<file path="config.mk">
export PLATFORM = sky130hd
export DESIGN_NAME = map_ram_arbiter
export DESIGN_NICKNAME = d
export VERILOG_FILES = /design/src/rtl/map_ram_pkg.sv /design/src/rtl/map_clear_engine.sv /design/src/rtl/map_ram_arbiter.sv
export SDC_FILE = /design/constraint.sdc
export NUM_CORES = 1
export LEC_CHECK = 0
export BUFFER_PORTS_ARGS = -buffer_cell sky130_fd_sc_hd__buf_2
export CORE_MARGIN = 3
export CORE_UTILIZATION = 44
export CTS_BUF_LIST = sky130_fd_sc_hd__clkbuf_2
export DETAILED_ROUTE_END_ITERATION = 7
export PLACE_DENSITY = 0.85
export SYNTH_ARGS = -nofsm -noshare
export SYNTH_HDL_FRONTEND = slang
export SYNTH_SLANG_ARGS = --single-unit
</file>
<file path="constraint.sdc">
create_clock -name clk_100mhz -period 1.7 [get_ports clk_100mhz]
set_input_delay 0.34 -clock clk_100mhz [delete_from_list [all_inputs] [get_ports clk_100mhz]]
set_output_delay 0.34 -clock clk_100mhz [all_outputs]
set_load 0.01 [all_outputs]
</file>
<file path="src/rtl/map_ram_pkg.sv">
// Shared constants, FSM state type and cell codes for the map RAM and the blocks around it.
package map_ram_pkg;

   localparam int ADDR_W    = 12;
   localparam int DATA_W    = 4;
   localparam int SLOT_N    = 4;
   localparam int MAP_DEPTH = 4096;
   localparam int VGA_SLOT  = 0;

   typedef enum logic {
      ST_IDLE,
      ST_CLEAR
   } arb_state_t;

   // Cell codes understood by both the game logic and the VGA renderer
   localparam logic [3:0] EMPTY      = 4'h0;
   localparam logic [3:0] SNAKE_BODY = 4'h1;
   localparam logic [3:0] SNAKE_HEAD = 4'h2;
   localparam logic [3:0] FOOD       = 4'h3;
   localparam logic [3:0] WALL       = 4'h4;

endpackage

</file>
<file path="src/rtl/map_clear_engine.sv">
// Address walker for the full-map clear: holds the fill code and steps through every cell once.
module map_clear_engine #(
   parameter int ADDR_W = 12,
   parameter int DATA_W = 4
) (
   input  logic              clk,
   input  logic              rstn,
   input  logic              start,
   input  logic [DATA_W-1:0] start_value,
   input  logic              advance,
   output logic [ADDR_W-1:0] clr_ptr,
   output logic [DATA_W-1:0] fill_value,
   output logic              done
);

   logic last_cell;

   assign last_cell = &clr_ptr;
   assign done      = advance && last_cell;

   // The pointer returns to zero only through the terminal write, never by overflow
   always_ff @(posedge clk) begin
      if (!rstn) begin
         clr_ptr    <= '0;
         fill_value <= '0;
      end else if (start) begin
         clr_ptr    <= '0;
         fill_value <= start_value;
      end else if (advance) begin
         clr_ptr <= last_cell ? '0 : clr_ptr + 1'b1;
      end
   end

endmodule

</file>
<file path="src/rtl/map_ram_arbiter.sv">
// Slot-wheel arbiter for the shared map RAM: slot 0 feeds VGA, the other slots serve the
// game port or, while clearing, the clear engine.
module map_ram_arbiter #(
   parameter int ADDR_W = map_ram_pkg::ADDR_W,
   parameter int DATA_W = map_ram_pkg::DATA_W,
   parameter int SLOT_N = map_ram_pkg::SLOT_N
) (
   input  logic              clk_100mhz,
   input  logic              RSTN,
   input  logic [ADDR_W-1:0] vga_addr,
   output logic [DATA_W-1:0] vga_data,
   input  logic              g_req,
   input  logic              g_we,
   input  logic [ADDR_W-1:0] g_addr,
   input  logic [DATA_W-1:0] g_wdata,
   output logic              g_ack,
   output logic [DATA_W-1:0] g_rdata,
   output logic              g_rvalid,
   input  logic              clr_start,
   input  logic [DATA_W-1:0] clr_value,
   output logic              clr_busy,
   output logic [ADDR_W-1:0] ram_addr,
   output logic              ram_we,
   output logic [DATA_W-1:0] ram_wdata,
   input  logic [DATA_W-1:0] ram_rdata
);

   import map_ram_pkg::*;

   localparam int SLOT_W = (SLOT_N > 1) ? $clog2(SLOT_N) : 1;

   arb_state_t        state;
   logic [SLOT_W-1:0] slot;
   logic              is_vga;
   logic              clr_go;
   logic              clr_adv;
   logic              clr_done;
   logic [ADDR_W-1:0] clr_ptr;
   logic [DATA_W-1:0] fill_value;
   logic              vga_pend;
   logic              rd_pend;

   assign is_vga   = (slot == SLOT_W'(VGA_SLOT));
   assign clr_go   = (state == ST_IDLE) && clr_start;
   assign clr_busy = (state == ST_CLEAR);
   assign g_ack    = RSTN && !is_vga && (state == ST_IDLE) && g_req;
   assign clr_adv  = RSTN && !is_vga && (state == ST_CLEAR);

   always_ff @(posedge clk_100mhz) begin
      if (!RSTN) begin
         slot <= '0;
      end else if (slot == SLOT_W'(SLOT_N - 1)) begin
         slot <= '0;
      end else begin
         slot <= slot + 1'b1;
      end
   end

   // A clear request in an ack-able cycle still lets that ack through; the clear starts next cycle
   always_ff @(posedge clk_100mhz) begin
      if (!RSTN) begin
         state <= ST_IDLE;
      end else begin
         case (state)
            ST_IDLE:  if (clr_start) state <= ST_CLEAR;
            ST_CLEAR: if (clr_done)  state <= ST_IDLE;
            default:  state <= ST_IDLE;
         endcase
      end
   end

   map_clear_engine #(
      .ADDR_W (ADDR_W),
      .DATA_W (DATA_W)
   ) u_clear (
      .clk         (clk_100mhz),
      .rstn        (RSTN),
      .start       (clr_go),
      .start_value (clr_value),
      .advance     (clr_adv),
      .clr_ptr     (clr_ptr),
      .fill_value  (fill_value),
      .done        (clr_done)
   );

   always_comb begin
      ram_addr  = g_addr;
      ram_we    = 1'b0;
      ram_wdata = g_wdata;
      if (is_vga) begin
         ram_addr = vga_addr;
      end else if (clr_adv) begin
         ram_addr  = clr_ptr;
         ram_we    = 1'b1;
         ram_wdata = fill_value;
      end else if (g_ack) begin
         ram_we = g_we;
      end
   end

   // The RAM answers one cycle after the address, so each requester gets a one-deep pending flag
   always_ff @(posedge clk_100mhz) begin
      if (!RSTN) begin
         vga_pend <= 1'b0;
         vga_data <= '0;
         rd_pend  <= 1'b0;
         g_rdata  <= '0;
         g_rvalid <= 1'b0;
      end else begin
         vga_pend <= is_vga;
         if (vga_pend) vga_data <= ram_rdata;
         rd_pend  <= g_ack && !g_we;
         if (rd_pend) g_rdata <= ram_rdata;
         g_rvalid <= rd_pend;
      end
   end

endmodule

</file>
# After elaboration in Yosys (flattened, before gate mapping)
# Cells that the tools add are included.
op_classes:
  n_eq_ne: 1
  reduce_logical: 13
  add_sub_neg: 2
  mux: 11
  n_bitwise: 2
ops:
  columns: ["operator", "n"]
  rows:
  - ["$mux W12", 3]
  - ["$add A12 B1 Y12 const B", 1]
  - ["$reduce_and A12 Y1", 1]
  - ["$mux W4", 2]
  - ["$logic_and A1 B1 Y1", 7]
  - ["$mux W1", 5]
  - ["$reduce_or A2 Y1", 2]
  - ["$add A2 B1 Y2 const B", 1]
  - ["$eq A2 B2 Y1 const B", 1]
  - ["$logic_not A1 Y1", 2]
  - ["$logic_not A2 Y1", 1]
  - ["$not A1 Y1", 2]
  - ["$pmux W1 S2", 1]
totals:
  word_cells: 38
  ff_bits: 30
  in_bits: 41
  output_inout_bits: 28

# Depth between registers and ports, before layout
# Gate-level depths: netlist of the first run.
logic_depth:
  ltp_word: 8
  mapped_depth: 8
  ltp_nobuf: 6

# Modules after synthesis
# A second synthesis of the first run with hierarchy kept.
unflattened:
  hier_cells: 191
  hier_area_um2: 1818.0
modules_own_cells:
  columns: ["mod", "cells_per_inst", "seq_area_each_um2", "area_each_um2", "instances"]
  rows:
  - ["map_ram_arbiter", 112, 280.3, 1066.0, 1]
  - ["map_clear_engine", 79, 320.3, 752.0, 1]

# Worst setup path after synthesis of the first run
# No wires, ideal clock.
synth_path:
  path_kind: "register to output"
  startpoint: "reg slot[0]"
  endpoint: "out ram_addr[10]"
  arrival_ns: 1.417
  slack_ns: -0.057
  stages_incl_launch_ff: 9
  n_path_buf: 3
  t_required_ns: 1.360
  cell_sequence: "dfxtp_1 -> inv_1 -> ha_1 -> buf_6 -> and3b_1 -> buf_6 -> buf_2 -> a22oi_1 -> nand2_1"
synth_via:
  elab_chain_cells: 6
synth_rtl:
  columns: ["item", "line_no", "source"]
  rows:
  - ["from (decl)", "map_ram_arbiter.sv:33", "logic [SLOT_W-1:0] slot;"]
  - ["from (signal assigned)", "map_ram_arbiter.sv:55", "slot <= slot + 1'b1;"]
  - ["$logic_not A2 Y1 *", "map_ram_arbiter.sv:43", "assign is_vga = (slot == SLOT_W'(VGA_SLOT));"]
  - ["named net is_vga", "map_ram_arbiter.sv:34", "logic is_vga;"]
  - ["$logic_not A1 Y1", "map_ram_arbiter.sv:47", "assign clr_adv = RSTN && !is_vga && (state == ST_CLEAR);"]
  - ["$logic_and A1 B1 Y1 (2 in a row)", "map_ram_arbiter.sv:47", null]
  - ["$mux W12", "map_ram_arbiter.sv:92", "end else if (clr_adv) begin"]
  - ["$mux W12 *", "map_ram_arbiter.sv:90", "if (is_vga) begin"]
  - ["to (decl)", "map_ram_arbiter.sv:22", "output logic [ADDR_W-1:0] ram_addr,"]
# Mark *: on every way through the listed nets, which the timed path passes. The rest lies on a longest branch.

# Final worst setup path of the first run
layout_path:
  startpoint: "reg slot[1]"
  endpoint: "out ram_addr[4]"
# Same word-level chain as after synthesis.

==> results of run 1 <==
-- metrics by stage --
| step | setup TNS, ns | setup slack [ns] |
|---|---|---|
| floorplan | 0 | 0.00381 |
| global placement | -0.000850 | -0.000850 |
| detailed placement | -0.0316 | -0.0176 |
| CTS | -5.53 | -0.348 |
| global route | -7.42 | -0.474 |
| finish | -5.81 | -0.382 |
-- routing by layer --
layer,global-route usage [%],share of wire [%]
met3,3.25,5.1
met4,9.84,2.7
met2,33.9,50
met1,24.9,42
met5,0,0
-- kinds of logic (layout without fill, tap and decap cells) --
group | Yosys count | in the layout
muxes | 12 | 12
AOI/OAI and AO/OA | 17 | 17
xor gates and xnor gates | 10 | 10
and+or+nand+nor | 95 | 96
DFF | 30 | 30
buffers and inverters | 13 | 101
adders and majority gates | 3 | 3
-- state kept, by name, indices dropped and copies added (netlist names) --
register and count:
u_clear.fill_value 4, slot 2, clr_busy 1, u_clear.clr_ptr 12
vga_pend 1, g_rdata 4, vga_data 4, g_rvalid 1
rd_pend 1
-- synthesized netlist by cell type --
library cell  count
buf_4             3
nor3b_1           2
and2_1            2
nor2_1           15
nand4_2           1
or3_4             1
or3_1             1
buf_6             2
nor3_1            5
dfxtp_1          30
nand2_1          36
nor2_2            1
nand2b_1          1
clkbuf_1          4
o21bai_4          1
o21ai_0           1
nor4_2            2
a22oi_1           8
o22ai_1           3
mux2i_1          12
xnor2_1           8
a21oi_1           3
nand4b_4          1
xor2_1            2
inv_1             3
nor4_1            2
nor2b_1          14
buf_2             1
nand3_1           3
nand4_1           4
nand2b_4          1
nand3_2           1
and3b_1           2
o221a_2           1
ha_1              3
-- worst reg2reg max path, stage by stage (launching register included) --
cell and delay (ns):
dfxtp_2 0.37, inv_2 0.05, ha_4 0.15, buf_6 0.15
nand2b_4 0.16, buf_4 0.18, nor4_4 0.29, xnor2_1 0.15
nor2_1 0.05
-- worst max-delay path by stage --
stage,from,endpoint,slack (ns),depth (start not counted)
5_1_grt,slot[0],ram_addr[9],-0.47,7
3_3_place_gp,slot[0],ram_addr[3],-0.0009,7
2_1_floorplan,slot[0],ram_addr[10],0.004,8
6_report,slot[1],ram_addr[4],-0.38,7
3_5_place_dp,slot[1],ram_addr[4],-0.02,7
4_1_cts,slot[0],ram_addr[9],-0.35,7
-- power groups by stage --
stage / combinational, mW / clock [mW] / sequential (mW)
2_1_floorplan: 0.258 / 0 / 0.764
3_3_place_gp: 0.429 / 0 / 0.766
3_5_place_dp: 0.436 / 0 / 0.766
4_1_cts: 0.481 / 0.659 / 0.754
5_1_grt: 0.556 / 0.693 / 0.758
6_report: 0.512 / 0.656 / 0.754
-- cell type report --
class / count / area, µm² / area share, %
clock inverters: 3 / 63.8 / 2.76
well taps: 46 / 57.6 / 2.49
multi-input cells: 138 / 1020 / 44.3
inverters: 3 / 11.3 / 0.488
flip-flops and latches: 30 / 604 / 26.2
clock buffers: 5 / 25.0 / 1.08
repair buffers: 90 / 524 / 22.7
-- timing repair --
item | in CTS | in global routing
pin swaps | 3 | 11
cloned | 1 | 0
gates resized for setup | 17 | 16
endpoints found under the setup margin | 18 | 21
setup buffers | 1 | 2
==> flow_summary.toml, run 1 <==
[cells_and_area]
final_area_um2 = 2310
final_common_cell = "buf_2"
final_cell_mix = "68 x buf_2, 36 x nand2_1, 27 x dfxtp_1"
area_delta_synth_final_pct = 47.3
fin_util_pct = 68.1
fin_cells = 315
drive_gt1_share_pct = 48.3
fin_nets = 312
diodes = 0
nFillCells = 252

[timing]
worstMarginPinSlew_ns = 0.445
whs_ns = 0.122
min_period_over_period_pct = 122
skew_ns = 0.0163
hold_viol_final = 0
max_freq_ghz = 0.480
maxSlewViolCount = 0
period_needed_ns = 2.08
setup_slack_ns = -0.382
rsz0062_at_grt = "true"
slew_headroom_pct = 70.2
setup-violations-final = 18

[synth]
synth_nets = 224
synth_top_area_share_pct = 38.3
synth_simple_gate_area_share_pct = 33.0
synthDistinctLibCells = 35
synth-seq-cells = 30
synthCells = 180
synthMuxAreaShare_pct = 7.66
syn-cell-area_um2 = 1570
syn_avg_cell_area_um2 = 8.71
yosysSeqAreaShare_pct = 38.3
yosysWarnings = 0
synth_compound_area_share_pct = 8.22
synth_xor_area_share_pct = 5.59
synth-adder-area-share_pct = 2.39
synth_top_family_by_area = "simple AND/OR/NAND/NOR gates"
ys_top_cells_by_area = "dfxtp_1 38%, nand2_1 8.6%, mux2i_1 7.7%, nor2b_1 5.6%, xnor2_1 4.5%"
yosys.area.top_type = "dfxtp_1"

[power_and_ir_drop]
finalPower_mw = 1.92
leakage_nw = 1.08
comb_power_share_pct = 26.6
switchingPower_uw = 547
clockPowerShare_pct = 34.1
irDropWorstVdd_mv = 0.498
powerDensity_nw_per_um2 = 832
sw_frac_of_total_pct = 28.5
p_seq_share_pct = 39.2
p_int_mw = 1.38

[floorplanning]
initial_core_util_pct = 46.3
die_area_um2 = 4320
dieHeight_um = 65.7
core_um2 = 3390
die_width_um = 65.7
rows = 21
boundaryPins = 69

[clock_network]
cts_buffers = 5
clkTransAtPathRegs_ns = 0.17
root_buffer = "clkbuf_2"
tritoncts = "yes"
cts.sinks = 30
cts.htree.levels = 2
hold_buffers = 0
cts_buffer_depth = 2
clk_latency_ns = 0.37

[worst_hold_path]
whs_path_depth = 2
hold_end = "rd_pend"
min_from = "g_we"
worstHoldPathType = "input port to flop"

[critical_path]
criticalPathCategory = "flop to primary output"
crit_family = "simple AND/OR/NAND/NOR gates"
reg2reg_setup_slack_ns = 0.05
worstReg2RegStart = "slot[1]"
path_max_fanout = 8
r2r_cells = 8
cp_slowest_cell = "dfxtp_2"
cp-end-kind = "primary output"
max_stage_delay_ns = 0.37
worst-path-buf-inv = 3
arrival_ns = 1.74
r2r_end = "u_clear.clr_ptr[9]"
cp.required_ns = 1.36
worstPathCellList = "inv_2 > ha_4 > and3b_2 > buf_6 > a22oi_2 > nand2_1 > buf_2"
startpoint_type = "flop"

[global_routing]
grt_pass1_vias = 1525
antenna_found_initial = 0
grt_max_degree = 22
grt_usage_pct = 20.2
grt.overflow.total = 0
grt_pass1_wl_um = 6750

[drt]
wl_per_cell_um = 14.2
ant_nets = 0
drt-vias-per-instance = 5.14
dr_total_vias = 1620
wl_um = 4470
drcViolationCount = 0
dr.first_iter.drc_count = 83
first_pass_iters = 4

[placement]
post-dp-hpwl_um = 3040
dp_cells = 303
place_area_um2 = 2040
gp_congestion = 0.797
port_buffers = 68

[status]
status = "complete, but fails checks"
violations = "setup timing"

[run]
drv_cap = 0
No activity file was read; power rests on OpenSTA's default activity.
==> inputs of run 2 (changes only) <==
--- a/config.mk
+++ b/config.mk
@@ -7,10 +7,11 @@
 export LEC_CHECK = 0
 export BUFFER_PORTS_ARGS = -buffer_cell sky130_fd_sc_hd__buf_2
 export CORE_MARGIN = 3
-export CORE_UTILIZATION = 44
+export CORE_UTILIZATION = 46
 export CTS_BUF_LIST = sky130_fd_sc_hd__clkbuf_2
 export DETAILED_ROUTE_END_ITERATION = 7
-export PLACE_DENSITY = 0.85
+export PLACE_DENSITY = 0.86
 export SYNTH_ARGS = -nofsm -noshare
 export SYNTH_HDL_FRONTEND = slang
+export SYNTH_HIERARCHICAL = 1
 export SYNTH_SLANG_ARGS = --single-unit
==> run 2 against run 1 <==
Against the previous run:
- the flow still finishes with violations (setup timing)
- design area is 5.4% higher
- synthesized cell count is 6.1% higher
- hold slack better by 0.10 ns
- sequential share of layout area is 1.3 points lower
- clock skew is 0.0045 ns lower
- maximum frequency is 4.9% higher
- non-clock buffer count is 6 lower
- via count is 2.2% higher
- flip-flop and latch count stayed put
==> flow_summary.toml, run 2 <==
[status]
status = "complete, but fails checks"
violations = "setup timing"

[cells_and_area]
largest_register = "u_clear/clr_ptr"
final_common_cell = "buf_2"
nFillCells = 309
fin_cells = 317
diodes = 0
multiInputGateArea_um2 = 1130
final_cell_mix = "64 x buf_2, 27 x dfxtp_1, 19 x nand2_1"
area_delta_synth_final_pct = 33.9
largest_reg_flops = 12
fin_nets = 312
seq_area_um2 = 604
drive_gt1_share_pct = 47.6

[clock_network]
clk_latency_ns = 0.36
hold_buffers = 0
tritoncts = "yes"
cts.sinks = 30
cts.htree.levels = 2
root_buffer = "clkbuf_2"
cts_buffer_depth = 2
cts_buffers = 5
clkTransAtPathRegs_ns = 0.14

[synth]
synth_edf_count = 0
synth_nets = 235
synth-seq-cells = 30
ys.flop_type = "dfxtp_1"
postSynth.asyncResetShare_pct = 0
yosysSeqAreaShare_pct = 33.0
synth_top_area_share_pct = 33.0
synthDistinctLibCells = 40
ys_top_cells_by_area = "dfxtp_1 33%, o311ai_2 8.9%, mux2i_1 7.2%, nand4b_1 5.8%, nor2b_1 4.5%"
syn_avg_cell_area_um2 = 9.52
post-synth-top-count-cell = "dfxtp_1"
syn-cell-area_um2 = 1820
yosys.area.top_type = "dfxtp_1"
yosysWarnings = 6
synthCells = 191
synth_commonest_cells = "30 x dfxtp_1, 19 x nand2_1, 18 x inv_1"

[timing]
rsz0062_at_grt = "true"
period_needed_ns = 1.99
setup-violations-final = 19
worstMarginPinSlew_ns = 0.304
tns_ns = -3.78
min_period_over_period_pct = 117
setup_slack_ns = -0.285
whs_ns = 0.222
skew_ns = 0.0118
maxSlewViolCount = 0
max_freq_ghz = 0.504
slew_headroom_pct = 79.2
hold_viol_final = 0

[drt]
dr.first_iter.drc_count = 93
wl_per_cell_um = 14.8
wl_um = 4680
first_pass_iters = 4
drcViolationCount = 0
ant_nets = 0
drt-vias-per-instance = 5.22
dr_total_vias = 1655

[critical_path]
cp.required_ns = 1.36
arrival_ns = 1.65
cp-end-kind = "primary output"
worstPathCellList = "inv_2 > ha_4 > nand3b_4 > buf_6 > mux2_2 > buf_6"
path_max_fanout = 4
cp_slowest_cell = "dfxtp_2"
worstReg2RegStart = "slot[1]"
r2r_cells = 9
reg2reg_setup_slack_ns = -0.06
worst-path-buf-inv = 3
criticalPathCategory = "flop to primary output"
r2r_end = "u_clear/clr_ptr[6]"
max_stage_delay_ns = 0.35
startpoint_type = "flop"
crit_family = "flip-flops"
cp_common_cell = "buf_6"

[power_and_ir_drop]
finalPower_mw = 1.61
powerDensity_nw_per_um2 = 662
irDropWorstVdd_mv = 0.396
leakage_nw = 1.11

[global_routing]
grt_pass1_wl_um = 6490
grt.overflow.total = 0
grt_usage_pct = 18.6
grt_pass1_vias = 1483
antenna_found_initial = 0
grt_max_degree = 22

[floorplanning]
dieHeight_um = 68.9
core_um2 = 3740
die_area_um2 = 4740
boundaryPins = 69
rows = 22
die_width_um = 68.9
initial_core_util_pct = 48.6

[worst_hold_path]
hold_end = "clr_busy"
worstHoldPathType = "input port to flop"
whs_path_depth = 2
min_from = "clr_start"

[placement]
gp_congestion = 0.836
port_buffers = 68
post-dp-hpwl_um = 3150
dp_cells = 305

[run]
drv_cap = 0
## run 2: worst max-delay path by stage
stage / startpoint / cells past startpoint / slack [ns] / end
after detailed placement: slot[0] / 8 / -0.05 / u_clear/clr_ptr[9]
after global routing: slot[1] / 6 / -0.37 / ram_wdata[2]
final: slot[1] / 6 / -0.29 / ram_wdata[2]
after floorplan: slot[0] / 9 / 0.02 / u_clear/clr_ptr[9]
after global placement: slot[0] / 8 / 0.03 / u_clear/clr_ptr[6]
after CTS: slot[1] / 6 / -0.28 / ram_wdata[1]
## run 2: layout make-up
| class | count | area share (%) |
|---|---|---|
| Clock buffer | 5 | 1.03 |
| Clock inverter | 3 | 0.462 |
| Inverter | 18 | 2.88 |
| Multi-Input combinational cell | 129 | 46.6 |
| Sequential cell | 30 | 24.8 |
| Tap cell | 48 | 2.47 |
| Timing Repair Buffer | 84 | 21.7 |
## run 2: metal layers
layer  track usage, %  vias up  wire [µm]
met4             10.2        0        125
met1             20.6      760       1930
met2             31.9       66       2330
li1                 -      816          -
met3             5.35       13        297
met5                0        -          0
## run 2: where the power goes
group	internal, mW	switching [mW]	leakage [nW]
clock	0.0876	0.238	0.0255
combinational	0.281	0.250	0.836
sequential	0.733	0.0235	0.245
total	1.10	0.511	1.11
## run 2: through the flow
| step | instance area (µm²) | utilization (%) | worst slack (ns) |
|---|---|---|---|
| 5_1_grt | 2430 | 65.0 | -0.371 |
| 4_1_cts | 2340 | 62.6 | -0.279 |
| 6_report | 2430 | 65.0 | -0.285 |
| 2_1_floorplan | 1820 | - | 0.0213 |
| 3_5_place_dp | 2250 | 60.1 | -0.0528 |
| 3_3_place_gp | 2250 | 60.1 | 0.0324 |
## run 2: cell families (layout without fill, tap and decap cells)
| family | Yosys count | after routing | share of synthesized area (%) |
|---|---|---|---|
| buf+inv | 32 | 110 | 8.40 |
| fa+ha+maj | 3 | 3 | 2.06 |
| simple gates | 81 | 81 | 30.0 |
| flops | 30 | 30 | 33.0 |
| xor+xnor | 9 | 9 | 4.34 |
| compound gates | 19 | 19 | 12.5 |
| mux | 17 | 17 | 9.63 |
## run 2: worst reg2reg max path: cells and delay by family, from the launching register on
family,cells,cell delay [ns]
DFF,1,0.37
AOI/OAI and AO/OA,1,0.12
buffers and inverters,4,0.45
and+or+nand+nor,3,0.62
adders and majority gates,1,0.17
## run 2: timing repair
action / CTS / global route
resized for setup: 17 / 13
endpoints found under the setup margin: 20 / 29
setup buffers: 0 / 4
pin swaps: 3 / 9
